File: src/rtl/buffer_command_ctrl_pkg.sv
// Shared definitions for buffer_command_ctrl: controller state encoding and
// the bit positions of the command flags inside a packed flag word.
package BufferCommandDefines;

    typedef enum logic [1:0] {
        ST_IDLE  = 2'd0,
        ST_DRAIN = 2'd1,
        ST_APPLY = 2'd2,
        ST_DONE  = 2'd3
    } bufCmdState_t;

    localparam int CMD_COMMIT_POS = 0;
    localparam int CMD_MEMSET_POS = 1;
    localparam int CMD_FLAGS_W    = 2;

    function automatic logic [CMD_FLAGS_W-1:0] packCmdFlags(input logic commit, input logic memset);
        logic [CMD_FLAGS_W-1:0] flags;
        flags                 = '0;
        flags[CMD_COMMIT_POS] = commit;
        flags[CMD_MEMSET_POS] = memset;
        return flags;
    endfunction

endpackage

File: src/rtl/buffer_command_ctrl_tile_counter.sv
// Screen-subpart counter: advances once per committed command, wraps after the
// last tile and reports the wrap combinationally in the advancing cycle.
module tile_counter #(
    parameter int NUM_TILES = 1,
    parameter int IDX_W     = $clog2(NUM_TILES) + 1
) (
    input  logic             i_clk,
    input  logic             i_resetn,
    input  logic             i_inc,
    output logic [IDX_W-1:0] o_index,
    output logic             o_wrap
);

    logic [IDX_W-1:0] r_index;
    logic             w_atLast;

    assign w_atLast = (r_index == IDX_W'(NUM_TILES - 1));
    assign o_wrap   = i_inc && w_atLast;
    assign o_index  = r_index;

    always_ff @(posedge i_clk) begin
        if (!i_resetn) begin
            r_index <= '0;
        end else if (i_inc) begin
            r_index <= w_atLast ? '0 : r_index + IDX_W'(1);
        end
    end

endmodule

File: src/rtl/buffer_command_ctrl.sv
// Frame-buffer command controller: drains the pixel pipeline, requests per-buffer
// commit/memset, tracks tiles. Optional APPLY watchdog via BUFFER_CMD_TIMEOUT_EN.
module buffer_command_ctrl
    import BufferCommandDefines::*;
#(
    parameter int NUM_BUFFERS    = 2,
    parameter int CLEAR_WIDTH    = 16,
    parameter int NUM_TILES      = 1,
    parameter int TIMEOUT_CYCLES = 65535
) (
    input  logic                               aclk,
    input  logic                               resetn,
    input  logic                               s_cmd_tvalid,
    output logic                               s_cmd_tready,
    input  logic                               s_cmd_commit,
    input  logic                               s_cmd_memset,
    input  logic [NUM_BUFFERS-1:0]             s_cmd_mask,
    input  logic [NUM_BUFFERS*CLEAR_WIDTH-1:0] s_cmd_clear,
    input  logic                               pixelInPipeline,
    output logic [NUM_BUFFERS-1:0]             apply,
    input  logic [NUM_BUFFERS-1:0]             applied,
    output logic [NUM_BUFFERS-1:0]             cmdCommit,
    output logic [NUM_BUFFERS-1:0]             cmdMemset,
    output logic [NUM_BUFFERS*CLEAR_WIDTH-1:0] clearValue,
    output logic [$clog2(NUM_TILES):0]         tileIndex,
    output logic                               frameDone,
    output logic                               busy,
    output logic                               error
);

    localparam int TILE_W = $clog2(NUM_TILES) + 1;

    bufCmdState_t                     r_state;
    bufCmdState_t                     w_nextState;
    logic [NUM_BUFFERS-1:0]           r_mask;
    logic [NUM_BUFFERS-1:0]           r_pending;
    logic [NUM_BUFFERS-1:0]           w_nextPending;
    logic [NUM_BUFFERS-1:0]           r_cmdCommit;
    logic [NUM_BUFFERS-1:0]           r_cmdMemset;
    logic [NUM_BUFFERS*CLEAR_WIDTH-1:0] r_clear;
    logic                             r_isCommit;
    logic [CMD_FLAGS_W-1:0]           w_flags;
    logic                             w_accept;
    logic                             w_timeoutHit;
    logic                             w_abandoned;
    logic                             w_tileInc;
    logic                             w_wrap;

    assign w_flags  = packCmdFlags(s_cmd_commit, s_cmd_memset);
    // Empty masks and flagless commands are consumed here but never leave IDLE.
    assign w_accept = s_cmd_tvalid && (r_state == ST_IDLE) && (|s_cmd_mask) && (|w_flags);

`ifdef BUFFER_CMD_TIMEOUT_EN
    logic [31:0] r_timer;
    logic        r_error;
    logic        r_timedOut;

    assign w_timeoutHit = (r_state == ST_APPLY) && (|r_pending)
                          && (r_timer == 32'(TIMEOUT_CYCLES - 1));
    assign w_abandoned  = r_timedOut;
    assign error        = r_error;

    always_ff @(posedge aclk) begin
        if (!resetn) begin
            r_timer    <= '0;
            r_error    <= 1'b0;
            r_timedOut <= 1'b0;
        end else begin
            r_timer <= (r_state == ST_APPLY) ? r_timer + 32'd1 : 32'd0;
            if (w_timeoutHit) begin
                r_error    <= 1'b1;
                r_timedOut <= 1'b1;
            end else if (r_state == ST_DONE) begin
                r_timedOut <= 1'b0;
            end
        end
    end
`else
    assign w_timeoutHit = 1'b0;
    assign w_abandoned  = 1'b0;
    assign error        = 1'b0;
`endif

    always_comb begin
        w_nextState   = r_state;
        w_nextPending = r_pending;
        case (r_state)
            ST_IDLE: begin
                if (w_accept) w_nextState = ST_DRAIN;
            end
            ST_DRAIN: begin
                if (!pixelInPipeline) begin
                    w_nextState   = ST_APPLY;
                    w_nextPending = r_mask;
                end
            end
            ST_APPLY: begin
                w_nextPending = r_pending & ~applied;
                if (r_pending == '0) begin
                    w_nextState = ST_DONE;
                end else if (w_timeoutHit) begin
                    w_nextPending = '0;
                    w_nextState   = ST_DONE;
                end
            end
            ST_DONE: begin
                w_nextState = ST_IDLE;
            end
            default: begin
                w_nextState   = ST_IDLE;
                w_nextPending = '0;
            end
        endcase
    end

    always_ff @(posedge aclk) begin
        if (!resetn) begin
            r_state     <= ST_IDLE;
            r_pending   <= '0;
            r_mask      <= '0;
            r_cmdCommit <= '0;
            r_cmdMemset <= '0;
            r_clear     <= '0;
            r_isCommit  <= 1'b0;
        end else begin
            r_state   <= w_nextState;
            r_pending <= w_nextPending;
            if (w_accept) begin
                r_mask      <= s_cmd_mask;
                r_cmdCommit <= w_flags[CMD_COMMIT_POS] ? s_cmd_mask : '0;
                r_cmdMemset <= w_flags[CMD_MEMSET_POS] ? s_cmd_mask : '0;
                r_clear     <= s_cmd_clear;
                r_isCommit  <= w_flags[CMD_COMMIT_POS];
            end
        end
    end

    assign w_tileInc = (r_state == ST_DONE) && r_isCommit && !w_abandoned;

    tile_counter #(
        .NUM_TILES (NUM_TILES),
        .IDX_W     (TILE_W)
    ) u_tileCounter (
        .i_clk    (aclk),
        .i_resetn (resetn),
        .i_inc    (w_tileInc),
        .o_index  (tileIndex),
        .o_wrap   (w_wrap)
    );

    assign apply        = r_pending;
    assign cmdCommit    = r_cmdCommit;
    assign cmdMemset    = r_cmdMemset;
    assign clearValue   = r_clear;
    assign frameDone    = w_wrap;
    assign busy         = (r_state != ST_IDLE);
    assign s_cmd_tready = (r_state == ST_IDLE);

endmodule

File: config.mk
export PLATFORM = sky130hd
export DESIGN_NAME = buffer_command_ctrl
export DESIGN_NICKNAME = d
export VERILOG_FILES = /design/src/rtl/buffer_command_ctrl_pkg.sv /design/src/rtl/buffer_command_ctrl_tile_counter.sv /design/src/rtl/buffer_command_ctrl.sv
export SDC_FILE = /design/constraint.sdc
export NUM_CORES = 1
export LEC_CHECK = 0
export ABC_AREA = 0
export CORE_ASPECT_RATIO = 0.7
export CORE_UTILIZATION = 45
export DETAILED_ROUTE_END_ITERATION = 7
export GPL_TIMING_DRIVEN = 0
export PLACE_DENSITY_LB_ADDON = 0.1
export SLEW_MARGIN = 15
export SYNTH_ARGS = -nofsm -noshare
export SYNTH_HDL_FRONTEND = slang
export SYNTH_SLANG_ARGS = --single-unit
File: constraint.sdc
create_clock -name aclk -period 3.3 [get_ports aclk]
set_input_delay 0.66 -clock aclk [delete_from_list [all_inputs] [get_ports aclk]]
set_output_delay 0.66 -clock aclk [all_outputs]
set_load 0.005 [all_outputs]
==> results of run 1 <==
## flip-flops by register name, indices dropped and copies added (netlist names)
register / count
apply: 2
cmdCommit: 2
clearValue: 32
r_isCommit: 1
r_mask: 2
cmdMemset: 2
r_state: 2
## how the worst min path moves through the flow
| stage | from | to | slack [ns] |
|---|---|---|---|
| detailed placement | r_mask[0] | apply[0] | 0.46 |
| global placement | r_mask[1] | apply[1] | 0.45 |
| CTS | r_mask[1] | apply[1] | 0.47 |
| finish | r_mask[0] | apply[0] | 0.47 |
| floorplan | r_mask[1] | apply[1] | 0.44 |
| global route | r_mask[1] | apply[1] | 0.49 |
## final cells by class
cell class | count | area (um^2) | area share (%)
plain buffers | 21 | 126 | 4.31
clock buffers | 6 | 82.6 | 2.82
clock inverters | 2 | 35.0 | 1.19
inverters | 3 | 11.3 | 0.384
multi-input cells | 149 | 941 | 32.1
flip-flops and latches | 43 | 861 | 29.4
well taps | 52 | 65.1 | 2.22
repair buffers | 81 | 811 | 27.6
## logic make-up (layout without fill, tap and decap cells)
kind of cell	count (synthesis)	in the layout	share of synthesized area, %
other	1	2	0.194
AOI/OAI and AO/OA	88	88	30.5
adders and majority gates	5	5	3.23
DFF	43	43	44.5
and+or+nand+nor	52	52	13.4
muxes	2	2	1.03
buffers and inverters	24	113	7.11
## cell usage in the layout, fill, tap and decap left out, types with 3 or more instances in the layout
master           count
clkdlybuf4s50_1     81
dfxtp_1             43
o21ai_0             38
nand3_1             37
a21boi_1            34
buf_2                8
clkbuf_1             7
nand2_1              7
a21boi_0             7
clkbuf_8             6
ha_1                 5
buf_6                4
inv_1                3
## power by group
group / switching (uW) / internal (uW) / total, uW
Combinational: 284 / 324 / 608
Sequential: 42.8 / 592 / 635
Clock: 181 / 245 / 425
## through the flow
stage	hold WS, ns	power (uW)	instances	util (%)
5_1_grt	0.492	1770	357	73.0
3_5_place_dp	0.464	1260	349	70.1
2_1_floorplan	0.441	975	216	-
6_report	0.466	1670	357	73.0
4_1_cts	0.472	1680	357	73.0
3_3_place_gp	0.451	1240	349	70.1
## layer usage
metal / share of wire, % / wire length [um]
met1: 47 / 2370
met3: 7.3 / 369
met2: 44 / 2220
met5: 0 / 0
met4: 1.6 / 83
## worst max-delay path, delay by kind of cell, from the launching register on
family                     cells  cell delay, ns
DFF                            1            0.40
buffers and inverters          3            0.67
adders and majority gates      1            0.32
==> flow_summary.ini, run 1 <==
[worst_setup_path]
worstPathMaxFanout = 7
regToRegSetupSlack_ns = 1.65
endpoint_kind = output pin
arrival_ns = 1.71
path_cells = inv_1 > ha_1 > inv_1 > clkdlybuf4s50_1
crit_slowest_cell = clkdlybuf4s50_1
worstPathRequired_ns = 2.64
r2r_cells = 6
cp_slowest_stage_delay_ns = 0.49
crit_end = busy
start_kind = flop
critPathKind = flop to output pin
r2r_end = clearValue[25]
crit_path_frequent_cell = inv_1
rr_startpoint = r_state[0]
crit_start = r_state[0]

[cts]
clock_latency_ns = 0.30
h-tree-depth = 2
root_buffer = clkbuf_8
ctsHoldBuffers = 0
cts_tree = built
cts_resized = 0
clock_sinks = 43
cts_inserted_buffers = 5
clkTransAtPathRegs_ns = 0.09
cts_buffer_depth = 2
cts_setup_buffers = 0

[timing]
setup_ws_ns = 0.933
hold_viol_final = 0
period_share_pct = 71.7
slew_viol_final = 0
tns_ns = 0
fin_crit_ns = 2.37
finalClockSkew_ns = 0.00976
finalSetupViolations = 0
rsz0062_at_grt = no
fmax_ghz = 0.422

[logic_synthesis]
netlist_instances = 215
synthTopCellsByArea = dfxtp_1 44%, a21boi_1 13%, o21ai_0 9.8%
synth_edf_count = 0
yosysUniqueCellTypes = 27
yosysMostFrequentCell = dfxtp_1
yosysWarnings = 0
ys.flop_type = dfxtp_1
synth-seq-cells = 43
seq_area_frac_synth_pct = 44.5
netlist_area_um2 = 1940
avgSynthCellArea_um2 = 9.00
synth_common_cells = 43 x dfxtp_1, 38 x o21ai_0, 37 x nand3_1, 34 x a21boi_1, 8 x buf_2
synth_async_sr_flop_share_pct = 0
synth_top_area_share_pct = 44.5
yosysTopAreaCell = dfxtp_1

[die]
io_pins = 85
die-area_um2 = 4570
start_util_pct = 48.2
fp.dieH_um = 56.9
rows = 19
core_area_um2 = 4020
die_w_um = 80.4

[detailed_routing]
drt_iter0_drc = 81
via_per_inst = 5.27
via_count = 1880
finalWirelength_mm = 5.05
drt_pre_antenna_iters = 4
drcViolationCount = 0
wl_per_cell_um = 14.1
ant_nets = 0

[global_routing]
grt_pass1_vias = 1693
antenna_found_initial = 0
met1_usage_pct = 30.5
use_met2_pct = 35.0
grt_pass1_wl_mm = 7.94
grt_max_degree = 14
grt_usage_pct = 23.0
top_usage_layer = met2
grtUsageMet3_pct = 6.83
overflow = 0

[job]
cap_viol_max_count = 0

[layout]
postLayoutCellArea_um2 = 2930
final_layout_size_suffix_gt1_share_pct = 8.52
syn2layout_area_growth_pct = 51.5
layout.nets = 351
final.fill_count = 328
num_antenna_cells = 0

[placed_design]
place_area_um2 = 2820
port_buffers = 81
post-place-ws_ns = 0.958
dp.final_hpwl_mm = 3.60
finalWeightedCongestion = 0.734

[power_and_ir_drop]
p_per_area_nw_per_um2 = 569
total_leakage_power_uw = 0.00106
ir_drop_mv = 0.410

[outcome]
outcome = complete, no violations

[worst_hold_path]
min_path_cells = 2
hold_class = flop to flop
Power figures use the tool's default switching activity.
==> run 2: changes to the inputs <==
--- a/config.mk
+++ b/config.mk
@@ -7,7 +7,7 @@
 export LEC_CHECK = 0
 export ABC_AREA = 0
 export CORE_ASPECT_RATIO = 0.7
-export CORE_UTILIZATION = 45
+export CORE_UTILIZATION = 42
 export DETAILED_ROUTE_END_ITERATION = 7
 export GPL_TIMING_DRIVEN = 0
 export PLACE_DENSITY_LB_ADDON = 0.1
==> constraint.sdc (replaced) <==
create_clock -name aclk -period 2.4 [get_ports aclk]
set_input_delay 0.48 -clock aclk [delete_from_list [all_inputs] [get_ports aclk]]
set_output_delay 0.48 -clock aclk [all_outputs]
set_load 0.005 [all_outputs]
==> flow_summary.ini, run 2 (synthesized netlist as in run 1, its figures left out) <==
[layout]
final_layout_size_suffix_gt1_share_pct = 8.20
layout_commonest_cell = clkdlybuf4s50_1
multi_input_area_um2 = 941
regArea_um2 = 861
final.fill_count = 382
num_antenna_cells = 0
final_cell_mix = 81 x clkdlybuf4s50_1, 43 x dfxtp_1, 38 x o21ai_0
layout.nets = 351
largest_register_ffs = 32
stdcell_count = 360
syn2layout_area_growth_pct = 50.0
postLayoutCellArea_um2 = 2900

[cts]
h-tree-depth = 2
cts_tree = built
cts_setup_buffers = 0
clock_sinks = 43
cts_buffer_depth = 2
cts_inserted_buffers = 5
root_buffer = clkbuf_8
cts_resized = 0
clkTransAtPathRegs_ns = 0.08
ctsHoldBuffers = 0
clock_latency_ns = 0.30

[detailed_routing]
via_count = 1897
drt_pre_antenna_iters = 4
via_per_inst = 5.27
drt_iter0_drc = 101
drcViolationCount = 0
finalWirelength_mm = 5.04
wl_per_cell_um = 14.0
ant_nets = 0

[placed_design]
post-place-ws_ns = 0.254
port_buffers = 81
dp.final_hpwl_mm = 3.69
finalWeightedCongestion = 0.714
placedCellCount = 352
place_area_um2 = 2820

[worst_setup_path]
critPathKind = flop to output pin
worstPathRequired_ns = 1.92
start_kind = flop
endpoint_kind = output pin
worstPathMaxFanout = 7
arrival_ns = 1.69

[global_routing]
grt_usage_pct = 22.4
antenna_found_initial = 0
grt_pass1_vias = 1846
overflow = 0
grt_pass1_wl_mm = 8.68
grt_max_degree = 14

[timing]
fin_crit_ns = 2.17
period_share_pct = 90.4
finalClockSkew_ns = 0.00589
slew_viol_final = 0
setup_ws_ns = 0.229
finalSetupViolations = 0
fmax_ghz = 0.461
hold_viol_final = 0
rsz0062_at_grt = no
tns_ns = 0

[power_and_ir_drop]
ir_drop_mv = 0.477
total_power_uw = 2160
p_per_area_nw_per_um2 = 743
total_leakage_power_uw = 0.00104

[job]
cap_viol_max_count = 0

[die]
start_util_pct = 44.2
rows = 20
core_area_um2 = 4380
die_w_um = 83.1
fp.dieH_um = 58.8
io_pins = 85
die-area_um2 = 4890

[worst_hold_path]
hold_class = flop to flop

[outcome]
outcome = complete, no violations
==> run 2: changes by cell type in the layout (fill, tap and decap cells not counted) <==
cell / previous run / this run
bufinv_16: 1 / 0
clkbuf_1: 7 / 8
clkbuf_8: 6 / 5
clkinvlp_4: 0 / 1
==> run 2: layout make-up <==
| cell class | instances | share of cell area, % |
|---|---|---|
| plain buffers | 21 | 4.35 |
| clock buffers | 6 | 2.50 |
| multi-input cells | 149 | 32.4 |
| well taps | 55 | 2.37 |
| flip-flops and latches | 43 | 29.6 |
| clock inverters | 2 | 0.431 |
| inverters | 3 | 0.388 |
| repair buffers | 81 | 27.9 |
==> run 2: per-stage QoR <==
stage,hold slack [ns],util (%)
6_report,0.467,66.3
5_1_grt,0.496,66.3
4_1_cts,0.476,66.3
3_5_place_dp,0.465,64.4
3_3_place_gp,0.459,64.4
2_1_floorplan,0.441,-
==> run 2: power breakdown <==
part / switching [uW] / internal, uW / leakage [uW] / total [uW]
combinational: 386 / 445 / 0.000646 / 831
clock: 249 / 203 / 0.0000412 / 453
sequential: 58.5 / 814 / 0.000351 / 873
total: 694 / 1460 / 0.00104 / 2160
==> run 2: path summary, 6_finish.rpt <==
path / from / to / slack (ns) / cells past startpoint
max reg2reg: r_state[0] / cmdMemset[0] / 0.77 / 6
max: r_state[0] / busy / 0.23 / 4
min: r_mask[1] / apply[1] / 0.47 / 2
min reg2reg: r_mask[1] / apply[1] / 0.47 / 2
==> run 2: layer usage <==
layer	wire length, um	part of all wire [%]	global-route usage (%)
met3	269	5.3	4.49
met5	0	0	0
met1	2570	51	31.5
met4	55	1.1	8.13
met2	2150	43	34.3
==> run 2: worst max-delay path: stages (launching register included) <==
cell and delay, ns:
dfxtp_1 0.40, inv_1 0.10, ha_1 0.32, inv_1 0.09
clkdlybuf4s50_1 0.49
==> run 3: changes to the inputs <==
--- a/config.mk
+++ b/config.mk
@@ -7,7 +7,9 @@
 export LEC_CHECK = 0
 export ABC_AREA = 0
 export CORE_ASPECT_RATIO = 0.7
-export CORE_UTILIZATION = 42
+export CORE_MARGIN = 2
+export CORE_UTILIZATION = 43
+export CTS_BUF_LIST = sky130_fd_sc_hd__clkbuf_8
 export DETAILED_ROUTE_END_ITERATION = 7
 export GPL_TIMING_DRIVEN = 0
 export PLACE_DENSITY_LB_ADDON = 0.1
==> flow_summary.ini, run 3 (synthesized netlist as in run 1, its figures left out) <==
[layout]
multi_input_area_um2 = 941
largest_register_ffs = 32
layout.nets = 351
layout_commonest_cell = clkdlybuf4s50_1
final_cell_mix = 81 x clkdlybuf4s50_1, 43 x dfxtp_1, 38 x o21ai_0
num_antenna_cells = 0
syn2layout_area_growth_pct = 51.9
final_core_util_pct = 67.9
final_layout_size_suffix_gt1_share_pct = 8.52
regArea_um2 = 861
final.fill_count = 389

[global_routing]
overflow = 0
grt_usage_pct = 20.2
grt_max_degree = 15
grt_pass1_wl_mm = 7.90
antenna_found_initial = 0
grt_pass1_vias = 1726

[worst_setup_path]
start_kind = flop
critPathKind = flop to output pin
path_buf_inv = 3
crit_path_frequent_cell = inv_1
endpoint_kind = output pin
path_cells = inv_1 > ha_1 > inv_1 > clkdlybuf4s50_1
r2r_cells = 7
cp.depth = 4
crit_slowest_cell = clkdlybuf4s50_1
worstPathMaxFanout = 7
arrival_ns = 1.71
cp_slowest_stage_delay_ns = 0.49
critPathTopFamily = buffers and inverters
worstPathRequired_ns = 1.92

[power_and_ir_drop]
p_per_area_nw_per_um2 = 783
ir_drop_mv = 0.598
total_leakage_power_uw = 0.00106

[cts]
ctsHoldBuffers = 0
h-tree-depth = 2
cts_tree = built
cts_resized = 0
cts_setup_buffers = 0
root_buffer = clkbuf_8
cts_inserted_buffers = 5
clkTransAtPathRegs_ns = 0.08
clock_latency_ns = 0.30
cts_buffer_depth = 2
clock_sinks = 43

[detailed_routing]
ant_nets = 0
wl_per_cell_um = 13.7
drcViolationCount = 0
drt_pre_antenna_iters = 4
via_count = 1851
drt_iter0_drc = 64
via_per_inst = 5.14
finalWirelength_mm = 4.95

[timing]
rsz0062_at_grt = no
setup_ws_ns = 0.214
hold_viol_final = 0
slew_viol_final = 0
fmax_ghz = 0.457
fin_crit_ns = 2.19
finalSetupViolations = 0
period_share_pct = 91.1
tns_ns = 0
finalClockSkew_ns = 0.00829

[placed_design]
finalWeightedCongestion = 0.687
dp.final_hpwl_mm = 3.65
port_buffers = 81
post-place-ws_ns = 0.243

[die]
fp.dieH_um = 60.1
die-area_um2 = 5060
core_area_um2 = 4330
start_util_pct = 44.7
die_w_um = 84.2
io_pins = 85
rows = 20

[job]
cap_viol_max_count = 0

[outcome]
outcome = complete, no violations

[worst_hold_path]
min_path_cells = 2
hold_class = flop to flop
[run 3: per-stage QoR]
| step | std cells | cell area (um^2) | total power [uW] | hold WS (ns) |
|---|---|---|---|---|
| 2_1_floorplan | 216 | 1940 | 1340 | 0.441 |
| 3_5_place_dp | 352 | 2820 | 1720 | 0.461 |
| 3_3_place_gp | 352 | 2820 | 1710 | 0.452 |
| 6_report | 360 | 2940 | 2300 | 0.466 |
| 5_1_grt | 360 | 2940 | 2450 | 0.496 |
| 4_1_cts | 360 | 2940 | 2330 | 0.473 |
[run 3: per-layer routing]
layer / vias up / GRT usage [%] / wire length (um) / share of wire, %
met5: - / 0 / 0 / 0
met4: 0 / 8.29 / 95 / 1.9
met3: 10 / 5.66 / 320 / 6.5
met2: 61 / 30.7 / 2040 / 41
met1: 842 / 27.4 / 2490 / 50
li1: 938 / - / - / -
[run 3: worst paths after layout]
path	start	end	slack [ns]
max	r_state[0]	busy	0.21
max reg2reg	r_state[0]	clearValue[13]	0.75
min reg2reg	r_mask[0]	apply[0]	0.47
min	r_mask[0]	apply[0]	0.47
[run 3: layout make-up]
| cell class | count | area share, % |
|---|---|---|
| buffer | 21 | 4.30 |
| clock buffer | 6 | 2.81 |
| clock inverter | 2 | 1.32 |
| inverter | 3 | 0.383 |
| multi-input combinational | 149 | 32.0 |
| sequential | 43 | 29.3 |
| tap | 55 | 2.34 |
| timing repair buffer | 81 | 27.6 |
[run 3: power by group]
part | total [uW] | internal, uW | switching (uW)
Sequential | 873 | 814 | 58.8
Clock | 598 | 342 | 255
Combinational | 832 | 445 | 387
[run 3: worst register-to-register path: cells and delay by family, from the launching register on]
family | cells | cell delay, ns
flops | 1 | 0.36
fa+ha+maj | 1 | 0.35
simple gates | 1 | 0.10
compound gates | 2 | 0.37
buf+inv | 3 | 0.42
